## config.mk

```make
export PLATFORM = sky130hd
export DESIGN_NAME = sa_skew_buffer
export DESIGN_NICKNAME = d
export VERILOG_FILES = /design/src/rtl/sa_skew_buffer.sv
export SDC_FILE = /design/constraint.sdc
export NUM_CORES = 1
export LEC_CHECK = 0
export BUFFER_PORTS_ARGS = -buffer_cell sky130_fd_sc_hd__buf_2
export CAP_MARGIN = 30
export CORE_MARGIN = 3
export CORE_UTILIZATION = 35
export DETAILED_ROUTE_END_ITERATION = 12
export PLACE_DENSITY_LB_ADDON = 0.15
export REMOVE_ABC_BUFFERS = 1
export SKIP_CTS_REPAIR_TIMING = 1
export SLEW_MARGIN = 10
export SYNTH_ARGS = -nofsm -noshare
export SYNTH_HDL_FRONTEND = slang
export SYNTH_SLANG_ARGS = --single-unit
```

## constraint.sdc

```tcl
create_clock -name clk -period 1.56 [get_ports clk]
set_input_delay 0.156 -clock clk [delete_from_list [all_inputs] [get_ports clk]]
set_output_delay 0.156 -clock clk [all_outputs]
set_load 0.02 [all_outputs]
```

## src/rtl/sa_skew_buffer.sv

```systemverilog
// ----------------------------------------------------------------------------
// sa_skew_buffer
//   Diagonal skew stage that sits in front of the systolic array edge. One
//   NUM_LANES-wide vector is accepted on every enabled clock; lane i is
//   delayed by i extra cycles, so lane i emerges i+1 enabled edges after
//   capture. This produces the staggered wavefront the PE array expects.
//   The oldest lane also carries a "last" tag, which drives the done pulse.
//
// Ports
//   clk        in   rising-edge clock
//   rst_n      in   asynchronous active-low reset
//   en         in   global advance; 0 freezes every stage
//   in_valid   in   in_data holds a valid vector this cycle
//   in_last    in   vector is the last of a tile (only when in_valid)
//   in_data    in   lane i = in_data[i*DATA_WIDTH +: DATA_WIDTH]
//   out_valid  out  per-lane valid at the array edge
//   out_data   out  skewed lane data, same packing; zero when lane not valid
//   busy       out  some valid word is still held in the buffer
//   done       out  one-cycle pulse when the last-tagged word leaves the
//                   final lane
// ----------------------------------------------------------------------------
module sa_skew_buffer #(
    parameter int DATA_WIDTH = 16,
    parameter int NUM_LANES  = 4
) (
    input  logic                            clk,
    input  logic                            rst_n,
    input  logic                            en,
    input  logic                            in_valid,
    input  logic                            in_last,
    input  logic [NUM_LANES*DATA_WIDTH-1:0] in_data,
    output logic [NUM_LANES-1:0]            out_valid,
    output logic [NUM_LANES*DATA_WIDTH-1:0] out_data,
    output logic                            busy,
    output logic                            done
);

    // Per-lane "any valid after this edge" terms, gathered for busy.
    logic [NUM_LANES-1:0] w_lane_busy;
    // Done for the coming edge, produced by the tagged lane.
    logic                 w_done_next;
    logic                 r_busy;
    logic                 r_done;

    genvar g;
    generate
        for (g = 0; g < NUM_LANES; g++) begin : g_lane
            localparam int DEPTH = g + 1;

            logic [DEPTH-1:0][DATA_WIDTH-1:0] r_data;
            logic [DEPTH-1:0]                 r_vld;
            logic [DEPTH-1:0]                 w_vld_next;
            logic [DATA_WIDTH-1:0]            w_head;

            // Bubbles enter as zero data so an idle lane always shows zeros.
            assign w_head = in_valid ? in_data[g*DATA_WIDTH +: DATA_WIDTH]
                                     : {DATA_WIDTH{1'b0}};

            // Next-state of the lane valid chain; busy is derived from it so
            // that busy reflects the contents after the edge.
            always_comb begin
                w_vld_next = r_vld;
                if (en) begin
                    w_vld_next[0] = in_valid;
                    for (int k = 1; k < DEPTH; k++) begin
                        w_vld_next[k] = r_vld[k-1];
                    end
                end else begin
                    w_vld_next = r_vld;
                end
            end

            // Lane data/valid shift chain, frozen while en is low.
            always_ff @(posedge clk or negedge rst_n) begin
                if (!rst_n) begin
                    r_vld  <= {DEPTH{1'b0}};
                    r_data <= {(DEPTH*DATA_WIDTH){1'b0}};
                end else begin
                    r_vld <= w_vld_next;
                    if (en) begin
                        r_data[0] <= w_head;
                        for (int k = 1; k < DEPTH; k++) begin
                            r_data[k] <= r_data[k-1];
                        end
                    end
                end
            end

            assign w_lane_busy[g]                          = |w_vld_next;
            assign out_valid[g]                            = r_vld[DEPTH-1];
            assign out_data[g*DATA_WIDTH +: DATA_WIDTH]    = r_data[DEPTH-1];

            if (g == NUM_LANES - 1) begin : g_tag
                // The tag chain stops one stage short of the tail: the tail
                // "last" bit is represented by r_done itself, which is set on
                // the same edge the tagged word reaches the output.
                logic [DEPTH-2:0] r_last;

                // Last-tag shift chain; a tag is only stored with a valid word.
                always_ff @(posedge clk or negedge rst_n) begin
                    if (!rst_n) begin
                        r_last <= {(DEPTH-1){1'b0}};
                    end else if (en) begin
                        r_last[0] <= in_valid & in_last;
                        for (int k = 1; k < DEPTH - 1; k++) begin
                            r_last[k] <= r_last[k-1];
                        end
                    end
                end

                assign w_done_next = en & r_vld[DEPTH-2] & r_last[DEPTH-2];
            end
        end
    endgenerate

    // Status registers: busy mirrors post-edge occupancy, done is the
    // en-qualified arrival of the tagged word at the final lane output.
    always_ff @(posedge clk or negedge rst_n) begin
        if (!rst_n) begin
            r_busy <= 1'b0;
            r_done <= 1'b0;
        end else begin
            r_busy <= |w_lane_busy;
            r_done <= w_done_next;
        end
    end

    assign busy = r_busy;
    assign done = r_done;

endmodule

```

==> qor.yml <==
status: "completed"
synth_cell_types: 15
end_kind: "primary output"
start_kind: "flop"
antenna_found_initial: 0
dr.first_iter.drc_count: 118
synthXorXnorAreaFrac_pct: 0
hp-start: "in_valid"
critPathRequiredTime_ns: 1.40
synth_edf_count: 0
synth_top_family_by_area: "multiplexers"
drive_above_1_share_pct: 47.8
ys.flop_type: "dfrtp_1"
whs_ns: 0.00184
fillers: 1717
postRouteWirelength_um: 13400
p_sw_share_pct: 25.3
synth_seq_area_share_pct: 64.9
grt_max_degree: 58
cts_tree: "yes"
synthSimpleGateAreaFrac_pct: 0.482
p_switching_mw: 2.87
via_count: 3922
grt_pass1_vias: 3927
hold_class: "input port to flop"
p_int_mw: 8.46
worst-path-max-fanout: 3
n_antenna_cell: 0
clock_path_buffers: 2
die-width_um: 145
timing.rr.start: "g_lane[3].r_vld[2]"
port-buffer-count: 138
ir_worst_vdd_mv: 0.618
clkPwrFrac_pct: 39.5
root_buffer: "clkbuf_16"
die_h_um: 145
fin_nets: 661
cp-startpoint: "g_lane[2].r_vld[2]"
skew_ns: 0.00869
num_io_pins: 139
areaGrowthSynthToFinish_pct: 28.8
netlist_instances: 435
pwr-share-comb_pct: 13.7
maxSlewViolCount: 0
fin_util_pct: 46.2
dieArea_sq_um: 21000
yosys_warnings: 0
power_density_nw_per_um2: 1300
fmax_ghz: 0.871
wire_per_inst_um: 15.5
p_leak_nw: 4.36
critPathSlowestCell: "dfrtp_1"
synthMuxAreaShare_pct: 17.4
cpPeakStageDelay_ns: 0.41
synth_compound_area_share_pct: 9.01
clock_sinks: 175
slew_headroom_pct: 69.5
rsz0062_at_grt: "no"
synthAdderAreaFrac_pct: 0
period_needed_ns: 1.15
place_area_sq_um: 7410
vias_per_cell: 4.53
avgSynthCellArea_sq_um: 15.5
grt_use_total_pct: 13.1
path_cells: "buf_2"
drtAntennaViolNets: 0
drtPass1Iterations: 4
start_util_pct: 35.8
htree_levels: 4
grt_pass1_wl_um: 21200
drc_errors: 0
synthesis.area_sq_um: 6750
crit_type: "flop to primary output"
mostFrequentLayoutCell: "dfrtp_1"
gp_congestion: 0.679
post-dp-hpwl_um: 8540
cp.arrival_ns: 0.99
period_share_pct: 73.6
critPathTopFamily: "flip-flops"
r2r_setup_slack_ns: 0.57
path_clk_slew_ns: 0.07
hold_viol: 0
finalSetupViolCount: 0
ys_async_sr_fraction_pct: 100
cts_made_buffers: 17
rows: 50
seqPwrFrac_pct: 46.7
worst_pin_slew_ns: 0.456
core_sq_um: 18800
design_area_sq_um: 8690
final_cell_mix: "175 x dfrtp_1, 136 x buf_2, 104 x mux2_2"
synth-seq-cells: 175
gr-total-overflow: 0
drv_cap: 0
worstSkewPairLatency_ns: 0.41
path_buf_inv: 1
-- power by group through the flow --
stage / registers [mW] / logic, mW / clock network (mW)
4_1_cts: 5.30 / 1.46 / 4.62
2_1_floorplan: 5.61 / 0.528 / 0
3_3_place_gp: 5.36 / 1.43 / 0
6_report: 5.29 / 1.56 / 4.48
5_1_grt: 5.36 / 1.70 / 4.85
3_5_place_dp: 5.38 / 1.46 / 0
-- cells by family (layout without fill, tap and decap cells) --
group / count (synthesis) / count (layout)
simple gates: 6 / 6
compound gates: 70 / 70
mux: 104 / 104
flops: 175 / 175
buf+inv: 80 / 250
-- stage by stage --
stage	setup WS, ns	std cells	power [mW]	setup TNS (ns)
final	0.412	865	11.3	0
after global routing	0.356	865	11.9	0
after CTS	0.385	799	11.4	0
after detailed placement	0.351	767	6.84	0
after global placement	0.376	767	6.79	0
after floorplan	-0.136	356	6.14	-8.89
-- flip-flops by register name (all words and copies together), names as in the netlist --
register	count
out_data	48
g_lane.r_vld	10
g_lane.r_data	112
busy	1
done	1
g_lane.g_tag.r_last	3
-- area by class of cell --
class | count | area, sq um | share of cell area (%)
clock buffer | 19 | 453 | 5.21
clock inverter | 13 | 174 | 2.00
inverter | 1 | 3.75 | 0.0432
multi-input combinational | 180 | 1810 | 20.9
sequential | 175 | 4380 | 50.4
tap | 260 | 325 | 3.74
timing repair buffer | 217 | 1550 | 17.8
-- synthesized netlist by cell type, types with 2 or more instances --
cell / count / share of area, %
dfrtp_1: 175 / 65
buf_4: 56 / 6.2
buf_6: 4 / 0.67
buf_2: 14 / 1.0
clkbuf_1: 5 / 0.28
nor4_1: 2 / 0.19
a21o_1: 4 / 0.44
a22o_1: 65 / 8.4
mux2_2: 104 / 17
-- final timing paths --
kind / to / depth (start not counted)
setup / recovery: out_valid[2] / 1
hold / removal: busy / 3
setup reg to reg: busy / 2
hold reg to reg: out_data[55] / 1
max in group asynchronous: g_lane[2].r_data[15] / 3
min in group asynchronous: g_lane[2].r_data[17] / 2
-- per-layer routing --
layer	up-vias	GRT usage [%]	part of all wire [%]
met5	-	0	0
met4	0	3.83	0.83
met3	7	6.21	6.6
met2	106	19.2	46
met1	1987	17.5	47
li1	1822	-	-
Power figures use the tool's default switching activity.
